$ cat src/rtl/wfifo_write_arbiter.sv
// Round-robin arbiter that shares the async FIFO write port among NUM_REQ producers on wclk.
// Optional per-producer word counters and a full-stall counter when WARB_STATS_EN is defined.
module wfifo_write_arbiter #(
   parameter int NUM_REQ    = 4,
   parameter int DATA_WIDTH = 8,
   parameter int MAX_BURST  = 4
) (
   input  logic                          wclk,
   input  logic                          wrst,
   input  logic [NUM_REQ-1:0]            req,
   input  logic [NUM_REQ*DATA_WIDTH-1:0] req_data,
   input  logic [NUM_REQ-1:0]            req_last,
   output logic [NUM_REQ-1:0]            ack,
   input  logic                          wfull,
   output logic                          winc,
   output logic [DATA_WIDTH-1:0]         wdata,
   output logic [$clog2(NUM_REQ)-1:0]    gnt_id,
   output logic                          busy
`ifdef WARB_STATS_EN
   ,
   output logic [NUM_REQ*16-1:0]         stat_cnt,
   output logic [15:0]                   stall_cnt
`endif
);

   localparam int         IW = $clog2(NUM_REQ);
   localparam logic [3:0] MB = 4'(MAX_BURST);

   typedef enum logic {IDLE, GRANT} state_t;

   state_t        state, state_nxt;
   logic [IW-1:0] gnt_q, gnt_nxt;
   logic [IW-1:0] last_q, last_nxt;
   logic [IW-1:0] winner, idx;
   logic [3:0]    burst_q, burst_nxt;
   logic          found;
   logic          grant_act;
   logic          xfer;

   // Scan starts one past the previous winner, so the last winner ranks lowest.
   always_comb begin
      winner = last_q;
      found  = 1'b0;
      idx    = '0;
      for (int k = 1; k <= NUM_REQ; k++) begin
         idx = IW'((int'(last_q) + k) % NUM_REQ);
         if (!found && req[idx]) begin
            found  = 1'b1;
            winner = idx;
         end
      end
   end

   // Outputs are masked by wrst so nothing is written in the cycle reset is sampled.
   assign grant_act = (state == GRANT) && !wrst;
   assign xfer      = grant_act && req[gnt_q] && !wfull;
   assign winc      = xfer;
   assign busy      = grant_act;
   assign gnt_id    = wrst ? '0 : gnt_q;

   always_comb begin
      ack   = '0;
      wdata = '0;
      for (int i = 0; i < NUM_REQ; i++) begin
         if (gnt_q == IW'(i)) begin
            ack[i] = xfer;
            if (grant_act) wdata = req_data[i*DATA_WIDTH +: DATA_WIDTH];
         end
      end
   end

   always_comb begin
      state_nxt = state;
      gnt_nxt   = gnt_q;
      last_nxt  = last_q;
      burst_nxt = burst_q;
      case (state)
         IDLE: begin
            if (found) begin
               state_nxt = GRANT;
               gnt_nxt   = winner;
               last_nxt  = winner;
               burst_nxt = '0;
            end
         end
         GRANT: begin
            if (!req[gnt_q]) begin
               state_nxt = IDLE;
            end else if (!wfull) begin
               burst_nxt = burst_q + 4'd1;
               if (req_last[gnt_q] || (burst_q + 4'd1 == MB)) state_nxt = IDLE;
            end
         end
         default: state_nxt = IDLE;
      endcase
   end

   always_ff @(posedge wclk) begin
      if (wrst) begin
         state   <= IDLE;
         gnt_q   <= '0;
         last_q  <= IW'(NUM_REQ - 1);
         burst_q <= '0;
      end else begin
         state   <= state_nxt;
         gnt_q   <= gnt_nxt;
         last_q  <= last_nxt;
         burst_q <= burst_nxt;
      end
   end

`ifdef WARB_STATS_EN
   genvar g;
   generate
      for (g = 0; g < NUM_REQ; g++) begin : g_stat
         always_ff @(posedge wclk) begin
            if (wrst)
               stat_cnt[g*16 +: 16] <= '0;
            else if (ack[g] && (stat_cnt[g*16 +: 16] != 16'hFFFF))
               stat_cnt[g*16 +: 16] <= stat_cnt[g*16 +: 16] + 16'd1;
         end
      end
   endgenerate

   always_ff @(posedge wclk) begin
      if (wrst)
         stall_cnt <= '0;
      else if (grant_act && req[gnt_q] && wfull && (stall_cnt != 16'hFFFF))
         stall_cnt <= stall_cnt + 16'd1;
   end
`endif

endmodule

$ cat config.mk
export PLATFORM = sky130hd
export DESIGN_NAME = wfifo_write_arbiter
export DESIGN_NICKNAME = d
export VERILOG_FILES = /design/src/rtl/wfifo_write_arbiter.sv
export SDC_FILE = /design/constraint.sdc
export NUM_CORES = 1
export LEC_CHECK = 0
export BUFFER_PORTS_ARGS = -buffer_cell sky130_fd_sc_hd__buf_2
export CORE_ASPECT_RATIO = 1.25
export CORE_MARGIN = 3
export CORE_UTILIZATION = 45
export CTS_CLUSTER_SIZE = 14
export DETAILED_ROUTE_END_ITERATION = 12
export GPL_TIMING_DRIVEN = 0
export PLACE_DENSITY = 0.83
export SKIP_CTS_REPAIR_TIMING = 1
export SYNTH_ARGS = -nofsm -noshare
export SYNTH_HDL_FRONTEND = slang
export SYNTH_SLANG_ARGS = --single-unit
$ cat constraint.sdc
create_clock -name wclk -period 4.18 [get_ports wclk]
set_input_delay 0.627 -clock wclk [delete_from_list [all_inputs] [get_ports wclk]]
set_output_delay 0.627 -clock wclk [all_outputs]
set_load 0.1 [all_outputs]
## Word-level counts from Yosys, hierarchy flattened

Cells that the tools add are included.

| storage, ports and cells | value |
|---|---|
| input bits | 43 |
| logic and storage cells | 79 |
| register bits after elaboration | 9 |

| operators by class | value |
|---|---|
| $lt $le $gt $ge | 5 |
| bitwise operators | 1 |
| add/subtract/negate cells | 5 |
| eq/ne operators | 7 |
| reductions and logical operators | 15 |
| mux-type cells | 42 |

Operators by type and width:

| kind | number |
|---|---|
| 8-bit two-way mux | 8 |
| 1-bit two-way mux | 18 |
| 2-bit by 3-bit less-than comparator with 1-bit output (second input constant) | 5 |
| 1-bit binary-select mux with 2-bit select | 6 |
| 4-bit two-way mux | 3 |
| 2-bit two-way mux | 5 |
| 4-bit case mux with 2 select lines | 1 |
| 1-bit logical AND | 6 |
| 1-bit zero test | 5 |
| 2-bit by 1-bit adder with 2-bit output (second input constant) | 2 |
| 2-bit adder (second input constant) | 2 |
| 4-bit by 1-bit adder with 4-bit output (second input constant) | 1 |
| 2-bit equality test (second input constant) | 2 |
| 4-bit by 3-bit equality test with 1-bit output (second input constant) | 1 |
| 2-bit inequality test (second input constant) | 2 |
| 3-bit AND reduction | 1 |
| 2-bit by 1-bit equality test with 1-bit output (second input constant) | 1 |
| 2-bit zero test | 1 |
| 2-bit by 1-bit inequality test with 1-bit output (second input constant) | 1 |
| 1-bit case mux with 2 select lines | 1 |
| 2-bit AND reduction | 1 |
| 1-bit logical OR | 1 |
| 1-bit inverter | 1 |

## Logic depth before layout (Yosys ltp)

| depth | value |
|---|---|
| depth in word-level cells | 15 |
| depth in mapped cells | 6 |
| depth with buffers taken out | 5 |

## Least setup slack after synthesis

Ideal clock, no wire load.

| timing path | value |
|---|---|
| path type | input -> output |
| start point | input wrst |
| end point | output ack[1] |
| setup slack | -0.804 ns |
| stages | 5 |
| arrival time | 4.357 ns |
| cells stage by stage | nor2b_1 -> clkbuf_1 -> nand2_1 -> or2_4 -> nor3b_1 |

| on the way | value |
|---|---|
| cells in the longest elaborated chain, start to end | 5 |

Ends and longest elaborated chain:

| element | line | source |
|---|---|---|
| start, declared | 9 | `input logic wrst,` |
| 1-bit zero test | 55 | `assign grant_act = (state == GRANT) && !wrst;` |
| 1-bit logical AND | 55 |  |
| via busy | 18 | `output logic busy` |
| 1-bit logical AND (2 in a row) | 56 | `assign xfer = grant_act && req[gnt_q] && !wfull;` |
| 1-bit two-way mux | 65 | `if (gnt_q == IW'(i)) begin` |
| end, declared | 13 | `output logic [NUM_REQ-1:0] ack,` |

The timed path passes the listed nets, and every way through them passes these cells.

## Final worst setup path

| timing path | value |
|---|---|
| start point | input wrst |
| end point | output ack[1] |

| on the way | value |
|---|---|
| cells in the longest elaborated chain, start to end | 5 |

Ends and longest elaborated chain:

| element | line |
|---|---|
| 1-bit zero test | 55 |
| 1-bit logical AND | 55 |
| 1-bit logical AND (2 in a row) | 56 |
| 1-bit two-way mux | 65 |

No other way between the ends.

==> results.sh <==
export IMPL_outcome="complete, no violations"
export IMPL_drv_max_cap_violation_count=0
export IMPL_global_route_usage_met1=0.208
export IMPL_ir_worst_vdd_uv=232
export IMPL_worst_path_largest_cell_delay_ns=0.44
export IMPL_syn_cell_area_um2=903
export IMPL_post_route_cells_drive_above_1_share=0.497
export IMPL_synth_edf_count=0
export IMPL_netSwitchingPower_uw=172
export IMPL_fin_nets=203
export IMPL_floorplan_initialDensity=0.494
export IMPL_area_growth_syn_to_layout_pct=39.3
export IMPL_finalWeightedCongestion=0.768
export IMPL_globalRouteTotalUtil=0.209
export IMPL_worstPathRequired_ns=3.55
export IMPL_largest_net_degree_at_the_start_of_global_routing=11
export IMPL_most_used_cell_cp="buf_2"
export IMPL_cell_class_contributing_the_biggest_share_of_worst_path_delay="buffers and inverters"
export IMPL_cts_htree_levels=1
export IMPL_die_area_mm2=0.00258
export IMPL_placedCellCount=172
export IMPL_core_region_area_mm2=0.00183
export IMPL_vias_per_cell=5.76
export IMPL_number_of_global_route_vias_before_repair=959
export IMPL_clk_transition_reported_paths_ns=0.06
export IMPL_io_buffers=58
export IMPL_synth_top_cell_by_area="dfxtp_1"
export IMPL_cell_with_the_most_instances_after_synthesis="and2_1"
export IMPL_yosysUniqueCellTypes=36
export IMPL_antenna_found_initial=0
export IMPL_clock_tree_buffer_depth=2
export IMPL_grtUsageMet3=0.0259
export IMPL_power_share_clock=0.178
export IMPL_fraction_of_power_spent_switching_nets=0.454
export IMPL_synth_avg_cell_area_um2=9.51
export IMPL_post_synth_top_area_fraction=0.199
export IMPL_final_fill_count=161
export IMPL_synth_async_reset_ratio=0
export IMPL_route_antenna_remaining_nets=0
export IMPL_syn_inst=95
export IMPL_hold_viol=0
export IMPL_ys_dominant_reg_cell="dfxtp_1"
export IMPL_crit_path_max_fanout=10
export IMPL_final_period_minus_worst_setup_slack_ns=2.84
export IMPL_fp_row_count=17
export IMPL_finalPower_uw=380
export IMPL_drt_initial_drc_count=16
export IMPL_postSynthNetCount=140
export IMPL_critical_path_startpoint_type="input port"
export IMPL_final_min_period_over_clock_period=0.679
export IMPL_top_usage_layer="met2"
export IMPL_power_density_mw_per_mm2=302
export IMPL_maxSlewViolCount=0
export IMPL_cellLeakagePower_uw=0.000622
export IMPL_global_route_track_usage_on_met2=0.392
export IMPL_cellInternalPower_uw=207
export IMPL_worst_setup_path_type="input port to output pin"
export IMPL_seq_area_frac_synth=0.199
export IMPL_floorplan_die_height_um=56.1
export IMPL_grt_pass1_wl_um=4050
export IMPL_total_of_flip_flops_plus_latches_after_synthesis=9
export IMPL_cp_data_arrival_time_ns=2.21
export IMPL_max_slew_margin_rel=0.669
export IMPL_final_cell_count_no_fill=176
export IMPL_synth_warning_count=0
export IMPL_comb_power_share=0.556
export IMPL_via_count=1014
export IMPL_antenna_cells=0
export IMPL_dr_pass1_iters=4
export IMPL_die_x_um=46.1
export IMPL_cts_inserted_buffers=3
export IMPL_fmax_mhz=352
export IMPL_yosys_top_cells_area="dfxtp_1, mux4_2, mux4_1"
export IMPL_route_final_wire_length_um=2590
export IMPL_cp_num_buf_inv=3
export IMPL_io_pins=59
export IMPL_post_synth_most_frequent_cells="and2_1, dfxtp_1, nand2_1"
export IMPL_wire_per_inst_um=14.7
export IMPL_drc=0
export IMPL_clkSinkCount=9
export IMPL_number_of_setup_violations_in_the_final_report=0
export IMPL_pwr_share_seq=0.266
export IMPL_place_hpwl_um=2140
export IMPL_worstMarginPinSlew_ns=0.500
export IMPL_skew_ns=0.000828
export IMPL_clock_latency_ns=0.26
export IMPL_hold_path_class="flip-flop to flip-flop"
export IMPL_grt_overflow=0
export IMPL_cts_tree="done"
export IMPL_rsz0062_at_grt="no"
export IMPL_slowest_stage="buf_2"
export IMPL_root_buffer="clkbuf_4"
export IMPL_fin_tns_setup_ns=0
export IMPL_crit_path_end_kind="output pin"
export IMPL_crit_path_cell_trace="buf_2 -> nor2b_1 -> clkbuf_1 -> nand2_1 -> or2_4 -> nor3b_2 -> buf_2"
[registers in the layout, indices dropped and copies added, names as in the netlist]
name and count:
state 1, gnt_q 2, burst_q 4, last_q 2
[cell type report]
cell class / count / area (µm²) / area share
Timing Repair Buffer: 58 / 290 / 0.231
Clock buffer: 4 / 26.3 / 0.0209
Buffer: 6 / 33.8 / 0.0268
Inverter: 4 / 15.0 / 0.0119
Tap cell: 19 / 23.8 / 0.0189
Multi-Input combinational cell: 76 / 689 / 0.548
Sequential cell: 9 / 180 / 0.143
[stage by stage]
step | setup slack, ns | area (µm²) | hold WS [ns] | util
global placement | 1.44 | 1230 | 0.495 | 0.674
finish | 1.34 | 1260 | 0.527 | 0.688
detailed placement | 1.33 | 1230 | 0.522 | 0.674
floorplan | 0.171 | 918 | 0.476 | -
global route | 1.19 | 1260 | 0.572 | 0.688
CTS | 1.33 | 1260 | 0.533 | 0.688
[cell families after synthesis]
group                      Yosys count  synth area share
DFF                                  9             0.199
buffers and inverters               10            0.0540
adders and majority gates            2            0.0277
AOI/OAI and AO/OA                   16             0.132
muxes                               12             0.288
and+or+nand+nor                     46             0.299
[layer usage]
metal | part of all wire | wire length (µm)
met1 | 0.35 | 904
met2 | 0.55 | 1410
met3 | 0.081 | 210
met4 | 0.024 | 61
met5 | 0 | 0
[placed cells by master, fill, tap and decap left out, drive strengths merged]
cell     n
nand3b   3
nand2b   2
dfxtp    9
and2    10
o21ai    2
and3     3
mux4    10
inv      4
o22ai    1
a22oi    1
o221ai   1
o31ai    1
nor2b    6
and3b    1
buf     62
a31oi    3
o211ai   1
nand3    2
or2      1
nand2    7
mux2i    2
a311oi   1
ha       2
a21bo    1
a21oi    4
or3      1
clkbuf   6
nor4bb   1
nor3     1
nor2     5
nor3b    2
or4      1
[worst min-delay path, delay by kind of cell, from the launching register on]
kind / cells / cell delay (ns)
flops: 1 / 0.33
simple gates: 1 / 0.06
compound gates: 1 / 0.09
[power groups by stage]
stage	clock [µW]	sequential (µW)	combinational, µW
global route	73.8	102	225
floorplan	0	101	167
global placement	0	102	206
detailed placement	0	103	211
finish	67.7	101	211
CTS	67.7	101	211
[path summary, 6_finish.rpt]
| check | start | to | slack, ns | depth (start not counted) |
|---|---|---|---|---|
| max | wrst | ack[1] | 1.34 | 7 |
| min | last_q[0] | gnt_q[0] | 0.53 | 2 |
| max reg2reg | gnt_q[1] | burst_q[1] | 2.61 | 5 |
| min reg2reg | last_q[0] | gnt_q[0] | 0.53 | 2 |
No activity file was read; power rests on OpenSTA's default activity.
